[src/rtl/fifo_v3_sync_if.sv]
// fifo_v3_sync_if: push/pop/status bundle between a FIFO and its user
interface fifo_v3_sync_if #(
    parameter int DATA_WIDTH = 32,
    parameter int DEPTH = 8,
    parameter type dtype = logic [DATA_WIDTH-1:0],
    localparam int ADDR_DEPTH = (DEPTH > 1) ? $clog2(DEPTH) : 1
);
    logic flush_i;
    logic testmode_i;
    logic full_o;
    logic empty_o;
    logic [ADDR_DEPTH-1:0] usage_o;
    dtype data_i;
    logic push_i;
    dtype data_o;
    logic pop_i;
    modport master (
        output flush_i, testmode_i, data_i, push_i, pop_i,
        input  full_o, empty_o, usage_o, data_o
    );
    modport slave (
        input  flush_i, testmode_i, data_i, push_i, pop_i,
        output full_o, empty_o, usage_o, data_o
    );
endinterface

[src/rtl/fifo_v3_sync.sv]
// fifo_v3_sync: register-based single-clock FIFO with flush, usage and optional fall-through; FIFO_V3_ASSERT_EN compiles in simulation checks
module fifo_v3_sync #(
    parameter bit FALL_THROUGH = 1'b0,
    parameter int DATA_WIDTH = 32,
    parameter int DEPTH = 8,
    parameter type dtype = logic [DATA_WIDTH-1:0],
    localparam int ADDR_DEPTH = (DEPTH > 1) ? $clog2(DEPTH) : 1
) (
    input logic clk_i,
    input logic rst_i,
    fifo_v3_sync_if.slave bus
);
    if (DEPTH == 0) begin : g_pass
        assign bus.data_o = bus.data_i;
        assign bus.empty_o = ~bus.push_i;
        assign bus.full_o = ~bus.pop_i;
        assign bus.usage_o = '0;
    end else begin : g_fifo
        dtype r_mem [DEPTH];
        logic [ADDR_DEPTH-1:0] r_rd;
        logic [ADDR_DEPTH-1:0] r_wr;
        logic [ADDR_DEPTH:0] r_cnt;
        logic w_full;
        logic w_empty;
        logic w_ft;
        logic w_wr_en;
        logic w_rd_en;
        logic w_clk_en;
        assign w_full = r_cnt == (ADDR_DEPTH+1)'(DEPTH);
        assign w_ft = FALL_THROUGH && (r_cnt == '0) && bus.push_i;
        assign w_empty = (r_cnt == '0) && !w_ft;
        // a fall-through entry popped in the same cycle never touches storage
        assign w_wr_en = bus.push_i && !w_full && !(w_ft && bus.pop_i);
        assign w_rd_en = bus.pop_i && !w_empty && !w_ft;
        // storage clock enable; test mode keeps the gated clock running
        assign w_clk_en = w_wr_en || bus.testmode_i;
        assign bus.full_o = w_full;
        assign bus.empty_o = w_empty;
        assign bus.usage_o = r_cnt[ADDR_DEPTH-1:0];
        assign bus.data_o = w_ft ? bus.data_i : r_mem[r_rd];
        // pointers and fill count; flush wins over any push/pop
        always_ff @(posedge clk_i or posedge rst_i) begin
            if (rst_i) begin
                r_rd <= '0;
                r_wr <= '0;
                r_cnt <= '0;
            end else if (bus.flush_i) begin
                r_rd <= '0;
                r_wr <= '0;
                r_cnt <= '0;
            end else begin
                if (w_wr_en) r_wr <= (r_wr == ADDR_DEPTH'(DEPTH - 1)) ? '0 : r_wr + 1'b1;
                if (w_rd_en) r_rd <= (r_rd == ADDR_DEPTH'(DEPTH - 1)) ? '0 : r_rd + 1'b1;
                r_cnt <= r_cnt + (ADDR_DEPTH+1)'(w_wr_en) - (ADDR_DEPTH+1)'(w_rd_en);
            end
        end
        // entry storage, written at the write pointer on an accepted push
        always_ff @(posedge clk_i or posedge rst_i) begin
            if (rst_i) begin
                for (int i = 0; i < DEPTH; i++) r_mem[i] <= '0;
            end else if (w_clk_en && w_wr_en && !bus.flush_i) begin
                r_mem[r_wr] <= bus.data_i;
            end
        end
    end
`ifdef FIFO_V3_ASSERT_EN
    if (DEPTH < 0 || DATA_WIDTH < 1) begin : g_bad_param
        $fatal(1, "fifo_v3_sync: DEPTH must be >= 0 and DATA_WIDTH >= 1");
    end
    // flag pushes into a full FIFO and pops from an empty one
    always @(posedge clk_i) begin
        if (!rst_i && bus.push_i && bus.full_o) $error("fifo_v3_sync: push while full");
        if (!rst_i && bus.pop_i && bus.empty_o) $error("fifo_v3_sync: pop while empty");
    end
`endif
endmodule

[src/flat_wrapper.sv]
// flat-port wrapper written by rule: the top's interface ports become plain ports
module fifo_v3_sync_flat 
#(
    parameter bit FALL_THROUGH = 1'b0,
    parameter int DATA_WIDTH = 32,
    parameter int DEPTH = 8,
    parameter type dtype = logic [DATA_WIDTH-1:0],
    localparam int ADDR_DEPTH = (DEPTH > 1) ? $clog2(DEPTH) : 1
)
  (clk_i, rst_i, bus_flush_i, bus_testmode_i, bus_data_i, bus_push_i, bus_pop_i, bus_full_o, bus_empty_o, bus_usage_o, bus_data_o);
  fifo_v3_sync_if #(.DATA_WIDTH(DATA_WIDTH), .DEPTH(DEPTH), .dtype(dtype)) bus_i ();
  input logic clk_i;
  input logic rst_i;
  input wire logic [$bits(bus_i.flush_i)-1:0] bus_flush_i;
  input wire logic [$bits(bus_i.testmode_i)-1:0] bus_testmode_i;
  input wire logic [$bits(bus_i.data_i)-1:0] bus_data_i;
  input wire logic [$bits(bus_i.push_i)-1:0] bus_push_i;
  input wire logic [$bits(bus_i.pop_i)-1:0] bus_pop_i;
  output wire logic [$bits(bus_i.full_o)-1:0] bus_full_o;
  output wire logic [$bits(bus_i.empty_o)-1:0] bus_empty_o;
  output wire logic [$bits(bus_i.usage_o)-1:0] bus_usage_o;
  output wire logic [$bits(bus_i.data_o)-1:0] bus_data_o;
  assign bus_i.flush_i = bus_flush_i;
  assign bus_i.testmode_i = bus_testmode_i;
  assign bus_i.data_i = bus_data_i;
  assign bus_i.push_i = bus_push_i;
  assign bus_i.pop_i = bus_pop_i;
  assign bus_full_o = bus_i.full_o;
  assign bus_empty_o = bus_i.empty_o;
  assign bus_usage_o = bus_i.usage_o;
  assign bus_data_o = bus_i.data_o;
  fifo_v3_sync #(.FALL_THROUGH(FALL_THROUGH), .DATA_WIDTH(DATA_WIDTH), .DEPTH(DEPTH), .dtype(dtype)) u_core (.clk_i(clk_i), .rst_i(rst_i), .bus(bus_i));
endmodule
[config.mk]
export PLATFORM = sky130hd
export DESIGN_NAME = fifo_v3_sync_flat
export DESIGN_NICKNAME = d
export VERILOG_FILES = /design/src/rtl/fifo_v3_sync_if.sv /design/src/rtl/fifo_v3_sync.sv /design/src/flat_wrapper.sv
export SDC_FILE = /design/constraint.sdc
export NUM_CORES = 1
export LEC_CHECK = 0
export CORE_UTILIZATION = 37
export DETAILED_ROUTE_END_ITERATION = 7
export GPL_TIMING_DRIVEN = 0
export PLACE_DENSITY = 0.64
export REMOVE_ABC_BUFFERS = 1
export SYNTH_ARGS = -nofsm -noshare
export SYNTH_HDL_FRONTEND = slang
export SYNTH_SLANG_ARGS = --single-unit
export TNS_END_PERCENT = 20
[constraint.sdc]
create_clock -name clk_i -period 9.8 [get_ports clk_i]
set_input_delay 0.98 -clock clk_i [delete_from_list [all_inputs] [get_ports clk_i]]
set_output_delay 0.98 -clock clk_i [all_outputs]
set_load 0.005 [all_outputs]
======== Word-level counts from Yosys, hierarchy flattened ========
Index checks and enable logic that the tools add are counted.
storage, ports and cells
  bits in registers ....................... 266
  latch bits .............................. 0
  memory bits (writable) .................. 0
  memory bits (read-only) ................. 0
  output and inout port bits .............. 37
  word-level logic and storage cells ...... 48
  memories kept ........................... 0
cells by class
  $add $sub $neg .......................... 4
  multiply operators ...................... 0
  divide/modulo/power cells ............... 0
  $lt $le $gt $ge ......................... 3
  equality and inequality tests ........... 3
  shifts and indexed selects .............. 0
  multiplexer cells ....................... 13
  bitwise gates (word level) .............. 2
  reductions and logical operators ........ 12
operator list
  cell                                                                  count
  256-bit bitwise mux                                                   1
  32-bit binary-select mux with 3-bit select                            1
  32-bit demux with 3-bit select                                        1
  32-bit two-way mux                                                    3
  3-bit two-way mux                                                     6
  4-bit >= comparator, second input constant                            2
  3-bit NOT with 4-bit output                                           2
  3-bit by 1-bit adder with 3-bit output, second input constant         2
  3-bit equality test, second input constant                            2
  1-bit logical AND                                                     5
  4-bit by 1-bit adder with 4-bit output                                1
  4-bit equality test, second input constant                            1
  4-bit zero test                                                       1
  4-bit by 1-bit < comparator with 1-bit output, second input constant  1
  4-bit two-way mux                                                     1
  2-bit nonzero test                                                    2
  4-bit by 1-bit subtractor with 4-bit output                           1
  1-bit zero test                                                       3
  1-bit logical OR                                                      1

======== Longest topological paths before layout ========
Gate-level depths: netlist of the first run.
  depth after elaboration ................. 6
  gate-level depth with buffers ........... 11
  gate-level depth less buffers ........... 11

======== Least setup slack after synthesis of the first run ========
No wires, ideal clock.
  kind .................................... register to output
  from .................................... reg u_core.g_fifo.r_rd[0]
  to ...................................... out bus_data_o[0]
  data arrival time ....................... 1729 ps
  data required time ...................... 8820 ps
  path slack .............................. 7091 ps
  cell stages (with the launch flop) ...... 5
  buffers on the path ..................... 2
  cells stage by stage .................... dfrtp_1 > buf_2 > buf_2 > mux4_2 > mux2_2
on the way
  cells in the longest elaborated chain, start to end .. 4
RTL lines
  what                                                    RTL line            RTL
  from (decl)                                             fifo_v3_sync.sv:20  logic [ADDR_DEPTH-1:0] r_rd;
  from (signal assigned)                                  fifo_v3_sync.sv:53  if (w_rd_en) r_rd <= (r_rd == ADDR_DEPTH'(DEPTH - 1)) ? '0 : r_rd + 1'b1;
  3-bit NOT with 4-bit output (not written as such)       fifo_v3_sync.sv:40  assign bus.data_o = w_ft ? bus.data_i : r_mem[r_rd];
  32-bit binary-select mux with 3-bit select              fifo_v3_sync.sv:40
  32-bit two-way mux (not written as such) (2 in series)  fifo_v3_sync.sv:40
  to (decl)                                               flat_wrapper.sv:22  output wire logic [$bits(bus_i.data_o)-1:0] bus_data_o;
Every way passes these cells. The select of a mux whose other input is x is not followed.

======== Worst setup path after layout of the first run ========
  from .................................... reg u_core.g_fifo.r_rd[0]
  to ...................................... out bus_data_o[5]
Same word-level chain as after synthesis.

==> results of run 1 <==
-- final timing paths --
path                                         startpoint                  endpoint  slack, ns
worst max-delay path              u_core.g_fifo.r_rd[0]             bus_data_o[5]       5.74
worst min-delay path            u_core.g_fifo.r_mem[63]   u_core.g_fifo.r_mem[63]       0.48
worst max register to register   u_core.g_fifo.r_cnt[2]   u_core.g_fifo.r_mem[25]       7.11
worst min register to register  u_core.g_fifo.r_mem[63]   u_core.g_fifo.r_mem[63]       0.48
max in group asynchronous                         rst_i  u_core.g_fifo.r_mem[212]       7.87
min in group asynchronous                         rst_i     u_core.g_fifo.r_rd[0]       0.88
-- cells in the mapped netlist --
master / number / area, sq um
inv_1: 11 / 41.3
clkinv_4: 1 / 8.76
buf_2: 13 / 65.1
a31o_2: 1 / 8.76
nand3_1: 4 / 20.0
or3b_1: 1 / 8.76
a21oi_1: 6 / 30.0
nor2_1: 6 / 22.5
nand4_1: 1 / 6.26
buf_4: 19 / 143
nor4_4: 1 / 21.3
nand2_1: 1 / 3.75
fa_1: 1 / 20.0
ha_1: 9 / 113
nor2b_1: 3 / 18.8
clkbuf_1: 11 / 41.3
nor3_2: 1 / 10.0
mux2_1: 17 / 191
nor4b_4: 2 / 47.6
buf_6: 6 / 67.6
xnor2_1: 1 / 8.76
nand4b_1: 1 / 8.76
o21ai_0: 5 / 25.0
or4_1: 1 / 7.51
or3b_2: 1 / 8.76
nand3b_2: 1 / 11.3
a21o_1: 1 / 7.51
or3_1: 1 / 6.26
mux2_2: 272 / 3060
nor3b_2: 2 / 25.0
mux4_2: 64 / 1440
a311oi_1: 1 / 8.76
dfrtp_1: 266 / 6660
-- sequential cells by signal (all words and copies together) (netlist names) --
signal               cells
u_core.g_fifo.r_cnt      4
u_core.g_fifo.r_rd       3
u_core.g_fifo.r_mem    256
u_core.g_fifo.r_wr       3
-- routing by layer --
layer / up-vias / global-route usage / routed length, microns
met5: - / 0 / 0
met3: 37 / 0.0236 / 765
met2: 92 / 0.267 / 12600
li1: 2908 / - / -
met4: 0 / 0.0377 / 481
met1: 3512 / 0.210 / 11100
-- power breakdown --
part | switching (mW) | internal [mW] | total [mW]
logic | 0.344 | 0.708 | 1.05
clock network | 0.436 | 0.650 | 1.09
registers | 0.163 | 1.38 | 1.54
-- layout make-up --
class,count,area [sq um],share of cell area
Sequential cell,266,6670,0.455
Multi-Input combinational cell,405,5160,0.352
Timing Repair Buffer,99,1220,0.0835
Clock buffer,46,932,0.0637
Tap cell,442,553,0.0378
Inverter,12,57.6,0.00393
Clock inverter,9,52.6,0.00359
-- stage by stage --
step | instance area (sq um) | worst slack (ns) | hold slack [ns] | std cells
floorplan | 11900 | 1.49 | 0.452 | 683
detailed placement | 13700 | 5.95 | 0.470 | 1224
CTS | 14600 | 5.66 | 0.482 | 1279
global route | 14600 | 5.61 | 0.498 | 1279
global placement | 13100 | -2.08 | 0.464 | 1198
finish | 14600 | 5.74 | 0.479 | 1279
-- worst reg2reg max path, delay by kind of cell (launching register included) --
family | cells | cell delay [ns]
fa+ha+maj | 1 | 0.20
simple gates | 2 | 1.01
buf+inv | 4 | 0.67
flops | 1 | 0.34
mux | 1 | 0.35
-- cells by family after synthesis --
group | count (synthesis)
buf+inv | 61
flops | 266
mux | 353
xor+xnor | 1
fa+ha+maj | 10
simple gates | 27
compound gates | 14
-- cells in the final DEF, fill, tap and decap left out, types with 2 or more instances in the layout --
cell,instances
clkdlybuf4s50_1,73
nor2_1,6
ha_1,9
nor4b_4,2
dfrtp_4,2
clkbuf_16,31
nor2b_1,3
buf_12,2
nand3_1,3
dfrtp_1,263
buf_6,9
clkinv_2,6
mux2_2,272
o21ai_0,5
clkinvlp_4,3
buf_8,5
mux2_1,17
clkbuf_1,5
a21oi_1,6
buf_16,10
mux4_2,64
inv_1,10
clkbuf_8,10
==> run metrics, run 1 <==
Synth Area in Adders=0.0109; # hold bufs at CTS=0; largest net degree at the start of global routing=131; layout filler cell count=2,872; gr usage total=0.157; Crit path arrival time=3.08 ns; Compound-Gate Fraction of Synth Area=0.00658; XOR/XNOR Fraction of Synth Area=0.000720; die area=33,600 sq um; Post-Syn Instances=732; first drt pass iteration count=4; FP Rows=66; FF+latch count, synth=266; I/O Pins=75; critical path type=reg2out; TritonCTS clock tree=yes; Die Span Y=183 microns; clk slew on worst S/H paths=0.06 ns; logic depth of the worst path, buffers included=4; wire per inst=19.5 microns; startpoint types=flop; Slew Viols, Final=0; DPL Wire Length=15,800 microns; number of global-route vias before repair=7,160; largest delay contributor family on the critical path=multiplexers; worst path cell trace=buf_16 > mux4_2 > mux2_2 > clkdlybuf4s50_1; setup TNS=0 ns; max_cap viols=0; share of cells above drive strength 1=0.510; nets=862; total power=3.68 mW; clk buf depth=3; initial cell density of the core=0.375; Synth Area in Simple Gates=0.0186; total CTS buffers=30; crit path max fanout=37; Setup Viol. Count Final=0; CP required=8.82 ns; n_diodes=0; DRT iter0 DRCs=338; GR Overflow Total=0; Final Core Density=0.451; initial antenna violation count=0; Post-CTS Resized=0; first-pass GRT wire length=41,100 microns; Pwr Density=251 nW/um^2; DR vias/cell=5.12; fin crit share=0.414; mux contribution to synthesized area=0.386; sequential area share after synthesis=0.547; R2R depth=8; Fin. Hold Viols=0; fmax=0.246 GHz; number of remaining DRC errors=0; syn avg cell area=16.6 sq um; slowest CP cell=dfrtp_4; clk_skew=0.0174 ns; status=completed; Clock Latency Late Sink=0.55 ns; max_slew headroom=0.421; DIE WIDTH=183 microns; largest family of logic cells by synthesized area=multiplexers; Hold Path Class=reg2reg; Hold Path Depth=1; Crit. End Element=primary output; CTS root buf=clkbuf_16; Max VDD drop=0.135 mV; Routability Congestion=0.663; worst-margin pin slew=0.865 ns; Routed WL=25,000 microns; number of synthesis warnings=0; Post-DRT Antenna Nets=0; RSZ-0062 raised after global routing=no; Worst path max stage delay=0.82 ns; via count=6,549; Tmin final=4.06 ns; clock sink count=266; Layout area overhead=20.4%; static leakage=6.47 nW; Synth Cell Area=12,200 sq um; core box area=32,500 sq um; Setup Fix Bufs, Post-CTS=0; Distinct cells, synth=33; # H-tree levels=1; Port Buffer Count=73; worst path bufs/invs=2
Note: power is estimated with default switching activity, not from simulation.
==> run 2, diff against run 1 <==
==> constraint.sdc (replaced) <==
create_clock -name clk_i -period 4.23 [get_ports clk_i]
set_input_delay 0.423 -clock clk_i [delete_from_list [all_inputs] [get_ports clk_i]]
set_output_delay 0.423 -clock clk_i [all_outputs]
set_load 0.005 [all_outputs]
==> results of run 2 <==
Same layout as run 1 (identical final DEF). Status: completed.
Main changes from that run: setup slack after placement 5.95 ns -> 0.933 ns; setup slack after layout 5.74 ns -> 0.729 ns; hold slack 0.479 ns -> 0.324 ns; register-to-register setup slack 7.11 ns -> 1.54 ns; total power 3.68 mW -> 8.52 mW; worst IR drop on VDD 0.135 mV -> 0.314 mV
==> run 3, diff against run 2 <==
--- a/config.mk
+++ b/config.mk
@@ -8,7 +8,7 @@
 export CORE_UTILIZATION = 37
 export DETAILED_ROUTE_END_ITERATION = 7
 export GPL_TIMING_DRIVEN = 0
-export PLACE_DENSITY = 0.64
+export PLACE_DENSITY = 0.66
 export REMOVE_ABC_BUFFERS = 1
 export SYNTH_ARGS = -nofsm -noshare
 export SYNTH_HDL_FRONTEND = slang
==> constraint.sdc (replaced) <==
create_clock -name clk_i -period 2.95 [get_ports clk_i]
set_input_delay 0.295 -clock clk_i [delete_from_list [all_inputs] [get_ports clk_i]]
set_output_delay 0.295 -clock clk_i [all_outputs]
set_load 0.005 [all_outputs]
==> run 3 against run 2 <==
Die area is the same. Via count grew 0.15%. Register-to-register slack lost 1.4 ns. Sequential cell count is the same. Routed wire length grew 3.3%. Global-route usage grew 0.21 points. Critical endpoint is now bus_data_o[19]. Largest cell class unchanged. Highest routed layer unchanged.
==> run metrics, run 3 (synthesis results as in run 1) <==
DR vias/cell=5.10 (-0.47%); max_cap viols=0 (unchanged); Final Core Density=0.456 (+0.00497); R2R depth=8 (unchanged); reg2reg start=u_core.g_fifo.r_cnt[2]; dpl ws=-0.339 ns; Clock Latency Late Sink=0.55 ns (about the same); Crit path arrival time=2.56 ns (-0.52 ns); Top Registers=u_core.g_fifo.r_mem (256), u_core.g_fifo.r_cnt (4); DPL Wire Length=15,900 microns (about the same); critical path type=reg2out; Post-DRT Antenna Nets=0 (unchanged); reg-to-reg slack, setup=0.18 ns; number of global-route vias before repair=6,997 (-2.3%); Port Buffer Count=73 (unchanged); DIE WIDTH=183 microns (unchanged); gr usage total=0.159 (+0.00211); total CTS buffers=30 (unchanged); initial cell density of the core=0.375 (unchanged); Post-DP Area=13,600 sq um (-0.54%); WHS=0.112 ns; # H-tree levels=1 (unchanged); total power=12.6 mW; largest net degree at the start of global routing=129 (-1.5%); clk_skew=0.0186 ns (+0.00120 ns); Die Span Y=183 microns (unchanged); clk slew on worst S/H paths=0.06 ns (about the same); Final Cell Area=14,800 sq um (+1.1%); setup TNS=0 ns (unchanged); Worst R2R End=u_core.g_fifo.r_mem[201]; die area=33,600 sq um (unchanged); Max VDD drop=0.489 mV; worst-margin pin slew=0.827 ns (-0.0382 ns); max_slew headroom=0.446 (+0.0249); n_diodes=0 (unchanged); most common cell after layout, fill and taps aside=mux2_2; commonest cells after routing, fill and taps aside=mux2_2 (271), dfrtp_1 (263), clkdlybuf4s50_1 (68); share of cells above drive strength 1=0.516 (+0.00582); TritonCTS clock tree=yes; clk buf depth=3 (unchanged); first drt pass iteration count=6 (+2); RSZ-0062 raised after global routing=yes; startpoint types=flop; final worst slack=0.0923 ns; I/O Pins=75 (unchanged); Setup Viol. Count Final=0 (unchanged); fmax=0.350 GHz; Largest register FFs=256 (unchanged); # hold bufs at CTS=0 (unchanged); status=completed; Hold Path Class=in2async; nets=870 (+0.93%); number of remaining DRC errors=0 (unchanged); wire per inst=20.1 microns (+2.7%); clock sink count=266 (unchanged); Routability Congestion=0.668 (+0.77%); GR Overflow Total=0 (unchanged); FP Rows=66 (unchanged); CP required=2.65 ns; Pwr Density=853 nW/um^2; placed cells=1,223 (-0.082%); fin crit share=0.969; CTS root buf=clkbuf_16; Top reg by flops=u_core.g_fifo.r_mem; initial antenna violation count=0 (unchanged); DRT iter0 DRCs=244 (-28%); crit path max fanout=16 (-57%); Crit. End Element=primary output; first-pass GRT wire length=41,300 microns (+0.54%); Tmin final=2.86 ns; Routed WL=25,800 microns (+3.3%); Layout area overhead=21.7%; Slew Viols, Final=0 (unchanged); non-filler instance count after layout=1,287 (+0.63%); via count=6,559 (+0.15%); static leakage=6.61 nW (+2.2%); core box area=32,500 sq um (unchanged); Fin. Hold Viols=0 (unchanged)
run 3: cell types whose count changed in the layout (fill, tap and decap cells not counted), moves of 2 or more:
cell and change:
buf_12 +3, buf_16 -6, buf_4 +3, buf_6 -2, buf_8 +9, bufinv_16 +3, clkbuf_8 +3, clkdlybuf4s50_1 -5
clkinv_2 -3, clkinvlp_4 -3, dlymetal6s2s_1 +5
run 3: metal layers:
| metal | up-vias | wire length (microns) | track usage |
|---|---|---|---|
| met3 | 34 | 721 | 0.0228 |
| met5 | - | 0 | 0 |
| li1 | 2927 | - | - |
| met4 | 0 | 495 | 0.0353 |
| met1 | 3506 | 12400 | 0.228 |
| met2 | 92 | 12200 | 0.256 |
run 3: where the power goes:
part           internal, mW  leakage [nW]  total [mW]  switching [mW]
sequential             4.57          3.50        5.04           0.463
clock                  2.45         0.533        3.92            1.47
combinational          2.40          2.58        3.67            1.27
run 3: final cells by class:
type / instances / area, sq um
inverters: 12 / 57.6
clock buffers: 47 / 945
repair buffers: 107 / 1290
well taps: 442 / 553
fillers: 2819 / 17600
multi-input cells: 405 / 5160
clock inverters: 8 / 130
flip-flops and latches: 266 / 6670
run 3: worst max path at each step:
stage                                startpoint                       end  slack, ns
final                     u_core.g_fifo.r_rd[0]            bus_data_o[19]       0.09
after global routing      u_core.g_fifo.r_rd[0]            bus_data_o[11]     -0.001
after CTS                 u_core.g_fifo.r_rd[0]            bus_data_o[13]      0.003
after detailed placement            bus_flush_i  u_core.g_fifo.r_mem[201]      -0.34
after global placement                    rst_i  u_core.g_fifo.r_mem[163]      -8.23
after floorplan                           rst_i    u_core.g_fifo.r_cnt[0]      -4.67
run 3: timing repair:
item | in CTS | in global routing
buffers inserted | 5 | 3
endpoints found under the setup margin | 32 | 55
cloned | 0 | 1
gates resized for setup | 0 | 9
pin swaps | 0 | 3
run 3: critical path: stages, from the launching register on:
cell             delay (ns)
dfrtp_4                0.52
clkbuf_16              0.25
mux4_2                 0.51
mux2_2                 0.27
clkdlybuf4s50_1        0.45
